--- config.mk ---
export PLATFORM = sky130hd
export DESIGN_NAME = serial_link_host
export DESIGN_NICKNAME = d
export VERILOG_FILES = /design/src/rtl/serial_link_host.sv
export SDC_FILE = /design/constraint.sdc
export NUM_CORES = 1
export LEC_CHECK = 0
export BUFFER_PORTS_ARGS = -buffer_cell sky130_fd_sc_hd__buf_2
export CAP_MARGIN = 0
export CORE_UTILIZATION = 54
export DETAILED_ROUTE_END_ITERATION = 10
export PLACE_DENSITY = 0.76
export SYNTH_ARGS = -nofsm -noshare
export SYNTH_HDL_FRONTEND = slang
export SYNTH_SLANG_ARGS = --single-unit
--- constraint.sdc ---
create_clock -name clk -period 4.5 [get_ports clk]
set_input_delay 0.9 -clock clk [delete_from_list [all_inputs] [get_ports clk]]
set_output_delay 0.9 -clock clk [all_outputs]
set_load 0.02 [all_outputs]
--- src/rtl/serial_link_host.sv ---
// serial_link_host: host end of the single-wire test link.
// Frames 32-bit words onto tx_line, deserialises echoed words from rx_line
// and checks each echo against an in-order FIFO of the words sent.
module serial_link_host #(
    parameter int FIFO_DEPTH = 4,
    parameter int CNT_W      = 16
) (
    input  logic                          clk,
    input  logic                          rst,
    input  logic                          tx_valid,
    input  logic [31:0]                   tx_data,
    output logic                          tx_ready,
    output logic                          tx_line,
    input  logic                          rx_line,
    output logic                          rx_valid,
    output logic [31:0]                   rx_data,
    output logic [$clog2(FIFO_DEPTH):0]   pending,
    output logic [CNT_W-1:0]              match_cnt,
    output logic [7:0]                    err_cnt
);
    localparam int PW = $clog2(FIFO_DEPTH);

    localparam logic [1:0] TX_IDLE  = 2'd0;
    localparam logic [1:0] TX_START = 2'd1;
    localparam logic [1:0] TX_DATA  = 2'd2;
    localparam logic [1:0] TX_GUARD = 2'd3;

    localparam logic [1:0] RX_HUNT  = 2'd0;
    localparam logic [1:0] RX_SHIFT = 2'd1;
    localparam logic [1:0] RX_DONE  = 2'd2;

    logic [1:0]    tx_state;
    logic [31:0]   tx_shift;
    logic [4:0]    tx_bit;
    logic [1:0]    rx_state;
    logic [31:0]   rx_shift;
    logic [4:0]    rx_bit;

    logic [31:0]   mem [FIFO_DEPTH];
    logic [PW-1:0] wr_ptr;
    logic [PW-1:0] rd_ptr;
    logic [PW:0]   count;
    logic          fifo_full;
    logic          fifo_empty;
    logic          push;
    logic          pop;

    assign fifo_full  = (count == (PW+1)'(FIFO_DEPTH));
    assign fifo_empty = (count == '0);
    assign pending    = count;

    // Ready only in IDLE/GUARD with room; forced low while reset is held.
    // Uses pre-pop occupancy, so a pop at full never enables a push that cycle.
    assign tx_ready = !rst && !fifo_full &&
                      ((tx_state == TX_IDLE) || (tx_state == TX_GUARD));
    assign push     = tx_valid && tx_ready;
    assign rx_valid = (rx_state == RX_DONE);
    assign pop      = rx_valid && !fifo_empty;

    // Serial output is decoded from state so reset drops it immediately
    always_comb begin
        tx_line = 1'b0;
        case (tx_state)
            TX_START: tx_line = 1'b1;
            TX_DATA:  tx_line = tx_shift[31];
            default:  tx_line = 1'b0;
        endcase
    end

    // TX framing FSM: start bit, 32 data bits MSB first, guard bit
    always_ff @(posedge clk or posedge rst) begin
        if (rst) begin
            tx_state <= TX_IDLE;
            tx_shift <= '0;
            tx_bit   <= '0;
        end else begin
            case (tx_state)
                TX_IDLE, TX_GUARD: begin
                    if (push) begin
                        tx_shift <= tx_data;
                        tx_state <= TX_START;
                    end else begin
                        tx_state <= TX_IDLE;
                    end
                end
                TX_START: begin
                    tx_bit   <= '0;
                    tx_state <= TX_DATA;
                end
                default: begin
                    tx_shift <= {tx_shift[30:0], 1'b0};
                    tx_bit   <= tx_bit + 5'd1;
                    if (tx_bit == 5'd31) tx_state <= TX_GUARD;
                end
            endcase
        end
    end

    // RX deframing FSM; rx_data loads on the last bit so it is valid in DONE
    always_ff @(posedge clk or posedge rst) begin
        if (rst) begin
            rx_state <= RX_HUNT;
            rx_shift <= '0;
            rx_bit   <= '0;
            rx_data  <= '0;
        end else begin
            case (rx_state)
                RX_HUNT: begin
                    rx_bit <= '0;
                    if (rx_line) rx_state <= RX_SHIFT;
                end
                RX_SHIFT: begin
                    rx_shift <= {rx_shift[30:0], rx_line};
                    rx_bit   <= rx_bit + 5'd1;
                    if (rx_bit == 5'd31) begin
                        rx_data  <= {rx_shift[30:0], rx_line};
                        rx_state <= RX_DONE;
                    end
                end
                default: rx_state <= RX_HUNT;
            endcase
        end
    end

    // Expected-word storage; contents need no reset, pointers qualify them
    always_ff @(posedge clk) begin
        if (push) mem[wr_ptr] <= tx_data;
    end

    // FIFO pointers and occupancy
    always_ff @(posedge clk or posedge rst) begin
        if (rst) begin
            wr_ptr <= '0;
            rd_ptr <= '0;
            count  <= '0;
        end else begin
            if (push) wr_ptr <= wr_ptr + 1'b1;
            if (pop)  rd_ptr <= rd_ptr + 1'b1;
            case ({push, pop})
                2'b10:   count <= count + 1'b1;
                2'b01:   count <= count - 1'b1;
                default: count <= count;
            endcase
        end
    end

    // Echo checker: compare against FIFO head, unsolicited words are errors
    always_ff @(posedge clk or posedge rst) begin
        if (rst) begin
            match_cnt <= '0;
            err_cnt   <= '0;
        end else if (rx_valid) begin
            if (!fifo_empty && (rx_data == mem[rd_ptr])) begin
                if (match_cnt != '1) match_cnt <= match_cnt + 1'b1;
            end else begin
                if (err_cnt != '1) err_cnt <= err_cnt + 1'b1;
            end
        end
    end

endmodule

==> results of run 1 <==
state kept, by name, summed over array words and instances, names as in the netlist, 5 cells and up:
register   count
err_cnt        8
match_cnt     16
mem          128
rx_bit         5
rx_data       32
rx_shift      31
tx_bit         5
tx_shift      32
report_power, final:
group	switching [mW]	leakage (nW)	total, mW	internal, mW
logic	1.29	2.17	2.19	0.903
registers	0.483	2.91	3.67	3.19
clock network	0.906	0.433	2.23	1.32
total	2.67	5.52	8.09	5.41
logic make-up after synthesis:
logic type / count (synthesis)
xor gates and xnor gates: 50
DFF: 268
and+or+nand+nor: 245
AOI/OAI and AO/OA: 71
muxes: 118
adders and majority gates: 14
buffers and inverters: 49
cell usage in the layout (no fill, tap or decap), types with 4 or more instances in the layout:
cell type    n
dfrtp_1    138
edfxtp_1   128
nand2_1    114
buf_2       97
mux2i_1     56
nor2_1      55
mux2_2      38
a21oi_1     34
xnor2_1     34
clkbuf_16   27
nand3_1     21
mux4_2      21
xor2_1      16
o21ai_0     12
inv_1       12
ha_1        12
buf_4       11
nor3_1      10
and3_1      10
clkinv_1     7
clkinv_2     7
and2_1       6
a22o_1       5
nand4_1      5
nand2b_1     5
bufinv_16    4
worst max-delay path by stage:
| stage | startpoint | endpoint | slack [ns] | cells after the start |
|---|---|---|---|---|
| 2_1_floorplan | rst | mem[1][0]$_DFFE_PP_ | 1.44 | 2 |
| 3_3_place_gp | rd_ptr[0]$_DFFE_PP0P_ | match_cnt[1]$_DFFE_PP0P_ | 0.85 | 9 |
| 3_5_place_dp | rd_ptr[0]$_DFFE_PP0P_ | err_cnt[1]$_DFFE_PP0P_ | 0.82 | 9 |
| 4_1_cts | rd_ptr[0]$_DFFE_PP0P_ | err_cnt[1]$_DFFE_PP0P_ | 0.76 | 10 |
| 5_1_grt | rd_ptr[0]$_DFFE_PP0P_ | err_cnt[1]$_DFFE_PP0P_ | 0.38 | 10 |
| 6_report | rd_ptr[0]$_DFFE_PP0P_ | match_cnt[1]$_DFFE_PP0P_ | 0.75 | 10 |
metal layers:
layer | global-route usage, % | vias up | share of wire [%]
li1 | - | 3130 | -
met1 | 31.30 | 3451 | 46
met2 | 35.43 | 145 | 48
met3 | 3.125 | 34 | 4.1
met4 | 6.406 | 0 | 1.8
met5 | 0 | - | 0
final cells by class:
type	instances	area, sq um	area share [%]
clock inverters	21	205.2	1.587
well taps	270	337.8	2.613
flip-flops and latches	268	7350	56.85
inverters	13	52.55	0.4065
clock buffers	28	679.4	5.256
repair buffers	110	608.1	4.704
multi-input cells	498	3695	28.58
worst max-delay path: stages, from the launching register on:
cell       delay, ns
dfrtp_2         0.94
buf_4           0.34
inv_1           0.17
a221oi_1        0.26
nor2_1          0.08
a2111oi_0       0.50
nand4_1         0.25
a2111oi_4       0.32
buf_4           0.32
nand2_2         0.11
mux2_4          0.30
stage by stage:
step	power (mW)	worst slack, ns	instances
detailed placement	5.914	0.8155	1159
CTS	8.161	0.7554	1208
global placement	5.821	0.8465	1159
global route	8.545	0.3823	1208
finish	8.088	0.7506	1208
floorplan	5.228	1.439	815
==> run_results.csv, run 1 <==
group,metric,value,unit
floorplan,die_x,146.3,um
logic_synthesis,async_flop_share,52.24,%
outcome,status,"completed",
placement,gp_congestion,0.8293,
global_route,grt_pass1_wl,36.56,mm
power_and_ir_drop,peakVddDrop,0.7990,mV
clocking,root_buffer,"clkbuf_16",
drt,vias,6760,
placement,dpl_cell_area,12040,sq um
clocking,cts_tree,"yes",
clocking,clockBufferDepth,3,
drt,wirelength,22.73,mm
logic_synthesis,synth_common_cells,"140 x dfrtp_1, 128 x edfxtp_1, 114 x nand2_1, 56 x mux2i_1, 55 x nor2_1",
logic_synthesis,yosysWarningCount,0,
power_and_ir_drop,power_density,625.7,nW/um^2
drt,wl_per_cell,18.82,um
clocking,cts_resized,0,
worst_setup_path,crit_path_start_kind,"flop",
placement,dp_hpwl,14.84,mm
drt,drtIter0Drc,435,
floorplan,rows,52,
worst_setup_path,reg2reg_to,"match_cnt[1]$_DFFE_PP0P_",
power_and_ir_drop,leakage,5.521,nW
finish,fin_area,12930,sq um
clocking,clk_pin_slew_worst_paths,0.06,ns
worst_setup_path,ff2ff_path_depth,10,
drt,ant_nets,0,
clocking,numClockSinks,268,
logic_synthesis,netlist_instances,815,
logic_synthesis,synth_top_area_share,34.17,%
finish,antennaDiodeCount,0,
sta,drv_slew,0,
logic_synthesis,yosysUniqueCellTypes,52,
logic_synthesis,synthFlopType,"dfrtp_1",
global_route,grt_max_degree,141,
finish,n_fill_cell,1526,
worst_setup_path,end_kind,"flop",
worst_setup_path,required,4.90,ns
run,drv_cap,0,
logic_synthesis,yosys.area_share.simple,9.722,%
sta,final_hold_viol_count,0,
logic_synthesis,synthTopCellsByArea,"edfxtp_1 34%, dfrtp_1 31%, mux2i_1 5.0%, mux4_2 4.2%, mux2_2 3.8%",
sta,fin_crit_sh,83.32,%
floorplan,io_pins,98,
sta,worstMarginPinSlew,0.9010,ns
worst_setup_path,arrival,4.15,ns
logic_synthesis,yosysSeqAreaShare,65.32,%
logic_synthesis,synthXorXnorAreaFrac,3.893,%
sta,whs,0.4893,ns
min_path,min_path_cells,1,
finish,final_layout_size_suffix_gt1_share,23.99,%
min_path,worst_hold_path.endpoint,"match_cnt[11]$_DFFE_PP0P_",
logic_synthesis,synth.most_common_cell,"dfrtp_1",
sta,finalSetupViolCount,0,
clocking,numCtsBuffers,27,
logic_synthesis,synth_edf_count,128,
drt,vias_per_cell,5.596,
min_path,hp-class,"reg2reg",
floorplan,die_area,21410,sq um
logic_synthesis,synth_fp_nets,865,
global_route,antenna_found_initial,0,
sta,finClkSkew,0.01143,ns
logic_synthesis,syn_area_per_cell,13.80,sq um
worst_setup_path,r2r_start,"rd_ptr[0]$_DFFE_PP0P_",
clocking,postCtsHoldBufs,0,
finish,final_nets,968,
sta,max_slew_margin,39.93,%
placement,portBuffers,97,
logic_synthesis,synth-compound-area-share,4.071,%
logic_synthesis,synth_top_area_cell,"edfxtp_1",
sta,tns,0,ns
worst_setup_path,critPathKind,"reg2reg",
worst_setup_path,crit_fanout,26,
sta,grt_setup_unrepaired,"false",
clocking,insertion_delay,0.52,ns
finish,area_growth,14.93,%
sta,fmax,266.7,MHz
clocking,post-cts-setup-buffers,0,
floorplan,fp.dieH,146.3,um
drt,drc,0,
global_route,grtUsageTotal,21.94,%
sta,period_minus_slack,3.749,ns
logic_synthesis,synth_top_family_by_area,"multiplexers",
drt,drt-pass1-iter-count,5,
finish,fin_util,63.68,%
logic_synthesis,muxShareOfSynthArea,13.39,%
global_route,grt_pass1_vias,6686,
clocking,htreeDepth,1,
min_path,min-delay-start,"match_cnt[11]$_DFFE_PP0P_",
global_route,overflow,0,
logic_synthesis,syn-cell-area,11250,sq um
logic_synthesis,ys_ff_latch,268,
worst_setup_path,ff2ff_setup_slack,0.75,ns
floorplan,coreArea,20300,sq um
logic_synthesis,synthAdderAreaFrac,1.624,%
floorplan,start_util,55.41,%
(Power assumes the default switching activity.)
==> run 2: changes to the inputs <==
==> constraint.sdc (replaced) <==
create_clock -name clk -period 3 [get_ports clk]
set_input_delay 0.6 -clock clk [delete_from_list [all_inputs] [get_ports clk]]
set_output_delay 0.6 -clock clk [all_outputs]
set_load 0.02 [all_outputs]
==> run_results.csv, run 2 (synthesized netlist as in run 1, its figures left out) <==
group,metric,value,unit
outcome,status,"completed",
power_and_ir_drop,peakVddDrop,1.074,mV
drt,ant_nets,0,
drt,routed-wl-met2,10.90,mm
clocking,numCtsBuffers,28,
worst_setup_path,crit_fanout,11,
finish,area_growth,17.50,%
worst_setup_path,arrival,3.39,ns
worst_setup_path,reg2reg_to,"err_cnt[3]$_DFFE_PP0P_",
placement,place_ws,-0.1855,ns
worst_setup_path,required,3.41,ns
drt,drc,0,
finish,multi_input_area,3750,sq um
run,drv_cap,0,
worst_setup_path,crit_path_start_kind,"flop",
floorplan,fp.dieH,146.3,um
drt,wirelength,22.91,mm
finish,largest_register_ffs,128,
sta,worstMarginPinSlew,0.6088,ns
global_route,grt_pass1_wl,36.18,mm
clocking,postCtsHoldBufs,0,
placement,gp_congestion,0.7751,
clocking,numClockSinks,268,
global_route,antenna_found_initial,0,
worst_setup_path,critPathKind,"reg2reg",
finish,final_cell_mix,"138 x dfrtp_1, 128 x edfxtp_1, 114 x nand2_1",
finish,fin_area,13220,sq um
finish,final_common_cell,"dfrtp_1",
global_route,grt_pass1_vias,6556,
floorplan,rows,52,
clocking,cts_tree,"yes",
floorplan,start_util,55.41,%
finish,antennaDiodeCount,0,
worst_setup_path,end_kind,"flop",
drt,wl_met3,1.122,mm
finish,final_layout_size_suffix_gt1_share,26.04,%
clocking,clk_pin_slew_worst_paths,0.06,ns
sta,max_slew_margin,59.41,%
global_route,grt_max_degree,100,
finish,largestRegisters,"mem: 128 flops, rx_data: 32 flops, tx_shift: 32 flops",
sta,finClkSkew,0.008273,ns
floorplan,die_area,21410,sq um
power_and_ir_drop,power.share.clock,27.3,%
drt,vias_per_cell,5.570,
placement,dpl_cell_area,12190,sq um
global_route,grtUsageTotal,21.89,%
placement,portBuffers,97,
sta,fin_crit_sh,99.44,%
drt,drtIter0Drc,428,
drt,wl_met1,10.36,mm
drt,drt-pass1-iter-count,5,
floorplan,die_x,146.3,um
finish,n_fill_cell,1503,
worst_setup_path,cpPeakStageDelay,0.52,ns
power_and_ir_drop,switching_share,32.82,%
drt,wl_per_cell,18.62,um
clocking,htreeDepth,1,
finish,fin_util,65.11,%
power_and_ir_drop,p_int,8.245,mW
worst_setup_path,r2r_start,"rd_ptr[0]$_DFFE_PP0P_",
global_route,overflow,0,
sta,drv_slew,0,
sta,grt_setup_unrepaired,"true",
sta,setup_ws,0.01688,ns
placement,dp_hpwl,15.28,mm
sta,period_minus_slack,2.983,ns
power_and_ir_drop,power_density,928.6,nW/um^2
drt,vias,6851,
min_path,hp-class,"in2async",
worst_setup_path,crit_chain,"buf_12 > mux4_2 > xor2_1 > nor4_1 > and4_1 > nand4_1 > a2111oi_4 > buf_4 > bufbuf_16 > nor3_1 > xor2_1",
finish,regArea,7350,sq um
worst_setup_path,ff2ff_setup_slack,0.02,ns
drt,routed.top_layer,"met4",
worst_setup_path,crit_slowest_cell,"mux4_2",
clocking,root_buffer,"clkbuf_16",
finish,regMostFlops,"mem",
power_and_ir_drop,leakage,5.665,nW
worst_setup_path,ff2ff_path_depth,11,
power_and_ir_drop,p_seq_share,44.6,%
clocking,insertion_delay,0.53,ns
sta,fmax,335.2,MHz
sta,final_hold_viol_count,0,
clocking,clockBufferDepth,3,
finish,final_nets,988,
floorplan,io_pins,98,
power_and_ir_drop,combPwrFrac,28.1,%
power_and_ir_drop,switchingPower,4.028,mW
floorplan,coreArea,20300,sq um
sta,finalSetupViolCount,0,
worst_setup_path,crit_top_cell,"xor2_1",
-- run 2: changes by cell type in the layout (fill, tap and decap cells not counted), sizes merged --
cell    previous run  this run
bufbuf             0         1
buf              110       128
clkinv            15         4
bufinv             4         1
clkbuf            28        45
-- run 2: how the worst max path moves through the flow --
stage,startpoint,to,slack [ns],cells after the start
after global placement,rd_ptr[0]$_DFFE_PP0P_,match_cnt[12]$_DFFE_PP0P_,-0.14,9
final,rd_ptr[0]$_DFFE_PP0P_,err_cnt[3]$_DFFE_PP0P_,0.02,11
after floorplan,tx_state[0]$_DFFE_PP0P_,mem[1][0]$_DFFE_PP_,0.006,6
after detailed placement,rd_ptr[0]$_DFFE_PP0P_,err_cnt[6]$_DFFE_PP0P_,-0.19,10
after CTS,rd_ptr[0]$_DFFE_PP0P_,err_cnt[3]$_DFFE_PP0P_,-0.01,11
after global routing,rd_ptr[0]$_DFFE_PP0P_,err_cnt[3]$_DFFE_PP0P_,-0.06,11
-- run 2: timing repair --
| action | 4_1_cts | 5_1_grt |
|---|---|---|
| setup endpoints to repair | 24 | 24 |
| hold endpoints to repair | 0 | 0 |
| pin swaps | 3 | 4 |
| setup buffers | 2 | 0 |
| cloned | 1 | 0 |
| gates resized for setup | 2 | 9 |
-- run 2: layer usage --
layer  vias up  GRT usage (%)
met3        36          2.750
met1      3451          32.88
met5         -              0
met4         0          6.667
li1       3173              -
met2       191          33.69
-- run 2: cell type report --
cell class                 count  share of cell area [%]
tap                          270                   2.556
sequential                   268                   55.61
timing repair buffer         129                   6.248
multi-input combinational    498                   28.37
clock buffer                  45                   6.324
inverter                      13                  0.3976
clock inverter                 7                  0.4923
-- run 2: worst max-delay path: cells and delay by family (launching register included) --
kind	cells	cell delay, ns
AND/OR/NAND/NOR	4	0.81
AO/OA/AOI/OAI	1	0.22
multiplexers	1	0.52
buffers and inverters	3	0.61
flip-flops	1	0.37
XOR/XNOR	2	0.32
-- run 2: metrics by stage --
step	std cells	setup TNS, ns	hold slack (ns)	power [mW]
after CTS	1230	-0.05787	0.2526	12.33
after global placement	1175	-0.9370	0.4537	8.818
after global routing	1230	-0.5911	0.2840	12.93
after detailed placement	1175	-1.884	0.4590	8.929
final	1230	0	0.2091	12.27
after floorplan	815	0	0.4418	7.843
-- run 2: power groups by stage --
stage               Clock [mW]  Combinational (mW)  Sequential (mW)
floorplan                    0                2.33             5.51
global placement             0                3.31             5.50
detailed placement           0                3.39             5.54
CTS                       3.40                3.46             5.47
global route              3.54                3.81             5.58
finish                    3.35                3.45             5.48
